[src/rtl/activation_code_loader_pkg.sv]
// Shared definitions for the activation code loader: FSM state encoding,
// default code geometry and the failed-attempt counter type.
package activation_code_loader_pkg;

  // Default geometry: four 32-bit host words make one 128-bit code.
  localparam int LDR_WORD_W    = 32;
  localparam int LDR_NUM_WORDS = 4;
  localparam int LDR_CODE_W    = LDR_WORD_W * LDR_NUM_WORDS;

  // Failed attempts allowed before permanent lockout (legal 1..15).
  localparam int LDR_MAX_FAILS = 3;

  // Failed-attempt counter; 4 bits covers the whole legal MAX_FAILS range.
  typedef logic [3:0] fail_cnt_t;

  // Loader states. ACCEPTED and LOCKED are only left through reset.
  typedef enum logic [2:0] {
    ST_IDLE     = 3'd0,
    ST_LOAD     = 3'd1,
    ST_CHECK    = 3'd2,
    ST_ACCEPTED = 3'd3,
    ST_LOCKED   = 3'd4
  } state_e;

endpackage : activation_code_loader_pkg

[src/rtl/activation_code_loader.sv]
// Activation code loader: assembles a code from host words, presents it to
// the comparator only once complete, samples the comparator verdict, counts
// failed attempts and latches either a matching code or a lockout.
module activation_code_loader
  import activation_code_loader_pkg::*;
#(
  parameter int WORD_W    = LDR_WORD_W,
  parameter int NUM_WORDS = LDR_NUM_WORDS,
  parameter int MAX_FAILS = LDR_MAX_FAILS
) (
  input  logic                        clk_in,
  input  logic                        rst_n,
  input  logic                        wr_valid,
  input  logic [WORD_W-1:0]           wr_data,
  output logic                        wr_ready,
  input  logic                        abort,
  output logic [WORD_W*NUM_WORDS-1:0] activation_code,
  input  logic                        enable_in,
  output logic                        accepted,
  output logic                        locked,
  output logic [3:0]                  fail_count,
  output logic                        busy
);

  localparam int CODE_W = WORD_W * NUM_WORDS;
  // Keep the index at least one bit wide so a single-word build still elaborates.
  localparam int IDX_W  = (NUM_WORDS > 1) ? $clog2(NUM_WORDS) : 1;

  typedef logic [IDX_W-1:0] idx_t;

  localparam idx_t      LAST_IDX   = idx_t'(NUM_WORDS - 1);
  localparam fail_cnt_t FAIL_LIMIT = fail_cnt_t'(MAX_FAILS);

  state_e            state_q;
  idx_t              idx_q;
  logic [CODE_W-1:0] buf_q;
  logic [CODE_W-1:0] code_q;
  logic [CODE_W-1:0] buf_d;
  fail_cnt_t         fail_cnt_q;
  fail_cnt_t         fail_cnt_d;
  fail_cnt_t         fail_count_q;
  logic              accepted_q;
  logic              locked_q;
  logic              xfer;

  // Only IDLE and LOAD take words; gated by reset so the reset cycle shows 0.
  assign wr_ready = rst_n & ((state_q == ST_IDLE) | (state_q == ST_LOAD));
  assign xfer     = wr_valid & wr_ready;
  assign busy     = (state_q == ST_LOAD) | (state_q == ST_CHECK);

  assign activation_code = code_q;
  assign accepted        = accepted_q;
  assign locked          = locked_q;
  assign fail_count      = fail_count_q;

  // Incremented failure count used when a check is rejected.
  assign fail_cnt_d = fail_cnt_q + 4'd1;

  // Buffer with the incoming word dropped into the slot selected by the index.
  for (genvar gi = 0; gi < NUM_WORDS; gi++) begin : g_word_slot
    assign buf_d[gi*WORD_W +: WORD_W] =
      (idx_q == idx_t'(gi)) ? wr_data : buf_q[gi*WORD_W +: WORD_W];
  end

  // Loader FSM with registered status outputs.
  always_ff @(posedge clk_in) begin
    if (!rst_n) begin
      state_q      <= ST_IDLE;
      idx_q        <= '0;
      buf_q        <= '0;
      code_q       <= '0;
      fail_cnt_q   <= '0;
      fail_count_q <= '0;
      accepted_q   <= 1'b0;
      locked_q     <= 1'b0;
    end else begin
      // Status flags trail the state register by one cycle, which gives the
      // two-edge latency from the last word to the visible verdict.
      accepted_q   <= (state_q == ST_ACCEPTED);
      locked_q     <= (state_q == ST_LOCKED);
      fail_count_q <= fail_cnt_q;

      case (state_q)
        ST_IDLE: begin
          // Index is always 0 here, so buf_d carries word 0 in the low slot.
          if (xfer) begin
            buf_q <= buf_d;
            if (NUM_WORDS == 1) begin
              idx_q   <= '0;
              code_q  <= buf_d;
              state_q <= ST_CHECK;
            end else begin
              idx_q   <= idx_t'(1);
              state_q <= ST_LOAD;
            end
          end
        end

        ST_LOAD: begin
          // Abort wins over a word arriving in the same cycle.
          if (abort) begin
            buf_q   <= '0;
            idx_q   <= '0;
            state_q <= ST_IDLE;
          end else if (xfer) begin
            buf_q <= buf_d;
            if (idx_q == LAST_IDX) begin
              idx_q   <= '0;
              code_q  <= buf_d;
              state_q <= ST_CHECK;
            end else begin
              idx_q <= idx_q + idx_t'(1);
            end
          end
        end

        ST_CHECK: begin
          // Comparator result is valid for the whole single CHECK cycle.
          if (enable_in) begin
            state_q <= ST_ACCEPTED;
          end else begin
            buf_q      <= '0;
            code_q     <= '0;
            fail_cnt_q <= fail_cnt_d;
            if (fail_cnt_d == FAIL_LIMIT) begin
              state_q <= ST_LOCKED;
            end else begin
              state_q <= ST_IDLE;
            end
          end
        end

        ST_ACCEPTED: begin
          // Hold the matching code so the comparator keeps enable asserted.
          state_q <= ST_ACCEPTED;
        end

        ST_LOCKED: begin
          // Code already cleared on entry; counter stays at the limit.
          state_q <= ST_LOCKED;
        end

        default: begin
          state_q <= ST_IDLE;
          idx_q   <= '0;
          buf_q   <= '0;
          code_q  <= '0;
        end
      endcase
    end
  end

endmodule : activation_code_loader

[config.mk]
export PLATFORM = sky130hd
export DESIGN_NAME = activation_code_loader
export DESIGN_NICKNAME = d
export VERILOG_FILES = /design/src/rtl/activation_code_loader_pkg.sv /design/src/rtl/activation_code_loader.sv
export SDC_FILE = /design/constraint.sdc
export NUM_CORES = 1
export LEC_CHECK = 0
export CORE_UTILIZATION = 55
export CTS_CLUSTER_DIAMETER = 200
export CTS_CLUSTER_SIZE = 40
export DETAILED_ROUTE_END_ITERATION = 12
export DONT_BUFFER_PORTS = 1
export PLACE_DENSITY = 0.73
export SYNTH_ARGS = -nofsm -noshare
export SYNTH_HDL_FRONTEND = slang
export SYNTH_SLANG_ARGS = --single-unit
[constraint.sdc]
create_clock -name clk_in -period 1.8 [get_ports clk_in]
set_input_delay 0.27 -clock clk_in [delete_from_list [all_inputs] [get_ports clk_in]]
set_output_delay 0.27 -clock clk_in [all_outputs]
set_load 0.05 [all_outputs]
==> impl_results.md <==
- Mapped Cells: 1,365
- FF+latch area: 0.005434 sq mm
- Dpl hpwl: ~18,000 um
- Maxcap violations: 0
- Dominant cells by area after synthesis: dfxtp_1, mux2i_1, o21ai_0, mux2_2, nand2_1
- CTS tree: done
- Failing checks: hold timing
- EDFF count, synth: 0
- Multi-input logic area: 0.006182 sq mm
- Drt first-iter violations: 746
- Worst-Margin Slew: 626.4 ps
- Antenna-violating nets left: 0
- Ys async rst share: 0%
- Largest net degree at the start of global routing: 275
- Final worst path period need: ~1700 ps
- Die height: 150.8 um
- Ports: between 150 and 200
- Synthesized flop and latch total: 271
- Slew HR: 58.18%
- Syn Area/Cell: approximately 8.9 sq um
- Via density: between 5 and 6
- Worst path cell trace: and4bb_4 -> a311oi_4 -> nor2_4 -> buf_12 -> buf_16 -> mux2i_1
- H-tree levels: 1
- Routed WL: between 30,000 and 40,000 um
- Leakage: just under 5 nW
- Final slew viol count: 0
- Commonest non-fill, non-tap cell in the layout: dfxtp_1
- Via count: 10,240
- Number of library cell types mapped by synthesis: 42
- Synth top area share: 44.56%
- CTS Hold Bufs: 134
- CP max-delay cell: and4bb_4
- First-pass GRT wire length: 50,110 um
- GRT met3 Usage: 4.458%
- Clk Latency, worst-skew pair: approximately 500 ps
- Synthesis warning total: 0
- Worst setup EP type: flop
- Fmax: 0.5733 GHz
- Vias in the first global route: roughly 9,600
- Crit path kind: reg -> reg
- Initial antenna violation count: 0
- Crit path max-delay family: simple AND/OR/NAND/NOR gates
- Cell area power density: 750.5 mW/mm^2
- Setup Skew: 20.17 ps
- Final hold violations: 43
- Core area: 0.02176 sq mm
- Met2 usage: 45.09%
- Nets@finish: 1,473
- Initial Utilization: 55.96%
- Wire per inst: 18.97 um
- Worst hold path type: in -> reg
- # DRC: 0
- Largest area contributor in the netlist: dfxtp_1
- Clock sinks: 271
- VDD IR max: 635.9 uV
- Outcome: complete, but fails checks
- Pre-CTS setup slack: 53.85 ps
- Clk slew on worst S/H paths: 140 ps
- Slack of the critical path: 55.76 ps
- Port-buffer cells: 0
- Crit path required time: 2220 ps
- Die area: 0.02274 sq mm
- Final period util: a little over nine tenths
- Num CTS Buffers: 10
- Row Count: 54
- Drt first pass iters: 6
- Grt ovf: 0
- Area Growth Syn to Fin: 17.98%
- Post-synthesis sequential area ratio: 44.56%
- Synthesized area: around 0.012 sq mm
- Main flop type after synthesis: dfxtp_1
- Met1 GRT Util: a little over a third
- CP bufs+invs: 2
- Most frequent cells in the layout: dfxtp_1, nand2_1, o21ai_0
- GR peak layer: met2
- Critical Path AT: 2160 ps
- Critical Path Source Type: flop
- Worst-path maximum fanout: 12
- Filler instances: 1,718
- Final hold slack: -77.64 ps
- Clk buf depth: 3
- Root buf cell: clkbuf_16
- Max stage delay on crit path: 380 ps
- Final setup vio count: 0
- Setup TNS: 0 ps
- Global Route Usage Sum: 27.09%
- Die Wd: 150.8 um
- Post-synth net total: 1,408
- GPL Wtd Cong: 0.7706
- Share of post-route cells with drive strength above 1: a little over an eighth
==> layer usage <==
metal | vias up | wire length [um] | part of all wire, %
met5 | - | 0 | 0
met4 | 0 | 779 | 2.4
met3 | 62 | 2263 | 7.0
met2 | 344 | 15500 | 48
met1 | 5006 | 13920 | 43
li1 | 4829 | - | -
==> flip-flops by register name, indices dropped and copies added (netlist names) <==
name	flops
activation_code	128
idx_q	2
fail_cnt_q	4
locked	1
buf_q	128
fail_count	4
accepted	1
state_q	3
==> through the flow <==
stage | cell area (sq um) | util (%) | total power [W] | instances
after floorplan | 12190 | - | 0.007580 | 1365
after global placement | 12520 | 57.56 | 0.007813 | 1556
after detailed placement | 12520 | 57.56 | 0.007859 | 1556
after CTS | 14160 | 65.10 | 0.01078 | 1702
after global routing | 14360 | 66.02 | 0.01119 | 1710
final | 14370 | 66.03 | 0.01078 | 1711
==> cells in the mapped netlist, drive strengths merged, types with 3 or more instances <==
cell type / number
clkbuf: 84
a21oi: 130
buf: 50
dfxtp: 271
and2: 7
ha: 6
mux2: 128
o21ai: 257
xnor2: 4
o211a: 3
nor2: 7
inv: 3
mux2i: 128
nand2: 262
==> kinds of logic (layout without fill, tap and decap cells) <==
kind of cell / Yosys count / after routing / synth area share (%)
multiplexers: 256 / 256 / 22.36
flip-flops: 271 / 271 / 44.56
adder cells (fa/ha/maj): 6 / 6 / 0.6166
AO/OA/AOI/OAI: 397 / 397 / 16.77
buffers and inverters: 137 / 202 / 5.405
other: 0 / 1 / 0
XOR/XNOR: 6 / 6 / 0.4316
AND/OR/NAND/NOR: 292 / 292 / 9.855
==> where the power goes <==
part	total, W	switching [W]	internal, W	leakage (nW)
registers	0.00638	0.000159	0.00622	2.21
logic	0.00144	0.000771	0.000664	2.49
clock network	0.00297	0.00184	0.00113	0.142
==> what timing repair did <==
item	4_1_cts	5_1_grt
gates cloned	0	3
pin swaps	0	3
buffers inserted	0	5
gates resized for setup	4	17
hold endpoints to repair	271	127
endpoints found under the setup margin	2	69
==> worst register-to-register path, stage by stage, from the launching register on <==
cell      delay (ps)
dfxtp_2          360
and4bb_4         380
a311oi_4         110
nor2_4           200
buf_12           220
buf_16           180
mux2i_1          220
==> worst paths after layout <==
kind	from	end	slack [ps]	cells past startpoint
max	state_q[1]$_SDFFE_PN0P_	activation_code[56]$_SDFFE_PN0P_	60	6
min	rst_n	buf_q[34]$_SDFFE_PN0P_	-80	2
max reg2reg	state_q[1]$_SDFFE_PN0P_	activation_code[56]$_SDFFE_PN0P_	60	6
min reg2reg	idx_q[1]$_SDFFE_PN0P_	idx_q[1]$_SDFFE_PN0P_	520	2
==> area by class of cell <==
class                           count  share of cell area [%]
Clock inverter                      1                 0.07839
Inverter                            3                 0.07839
Antenna cell                        1                 0.01742
Sequential cell                   271                   37.83
Timing Repair Buffer              187                   14.61
Tap cell                          280                   2.439
Multi-Input combinational cell    957                   43.04
Clock buffer                       11                   1.916
(Power assumes the default switching activity.)
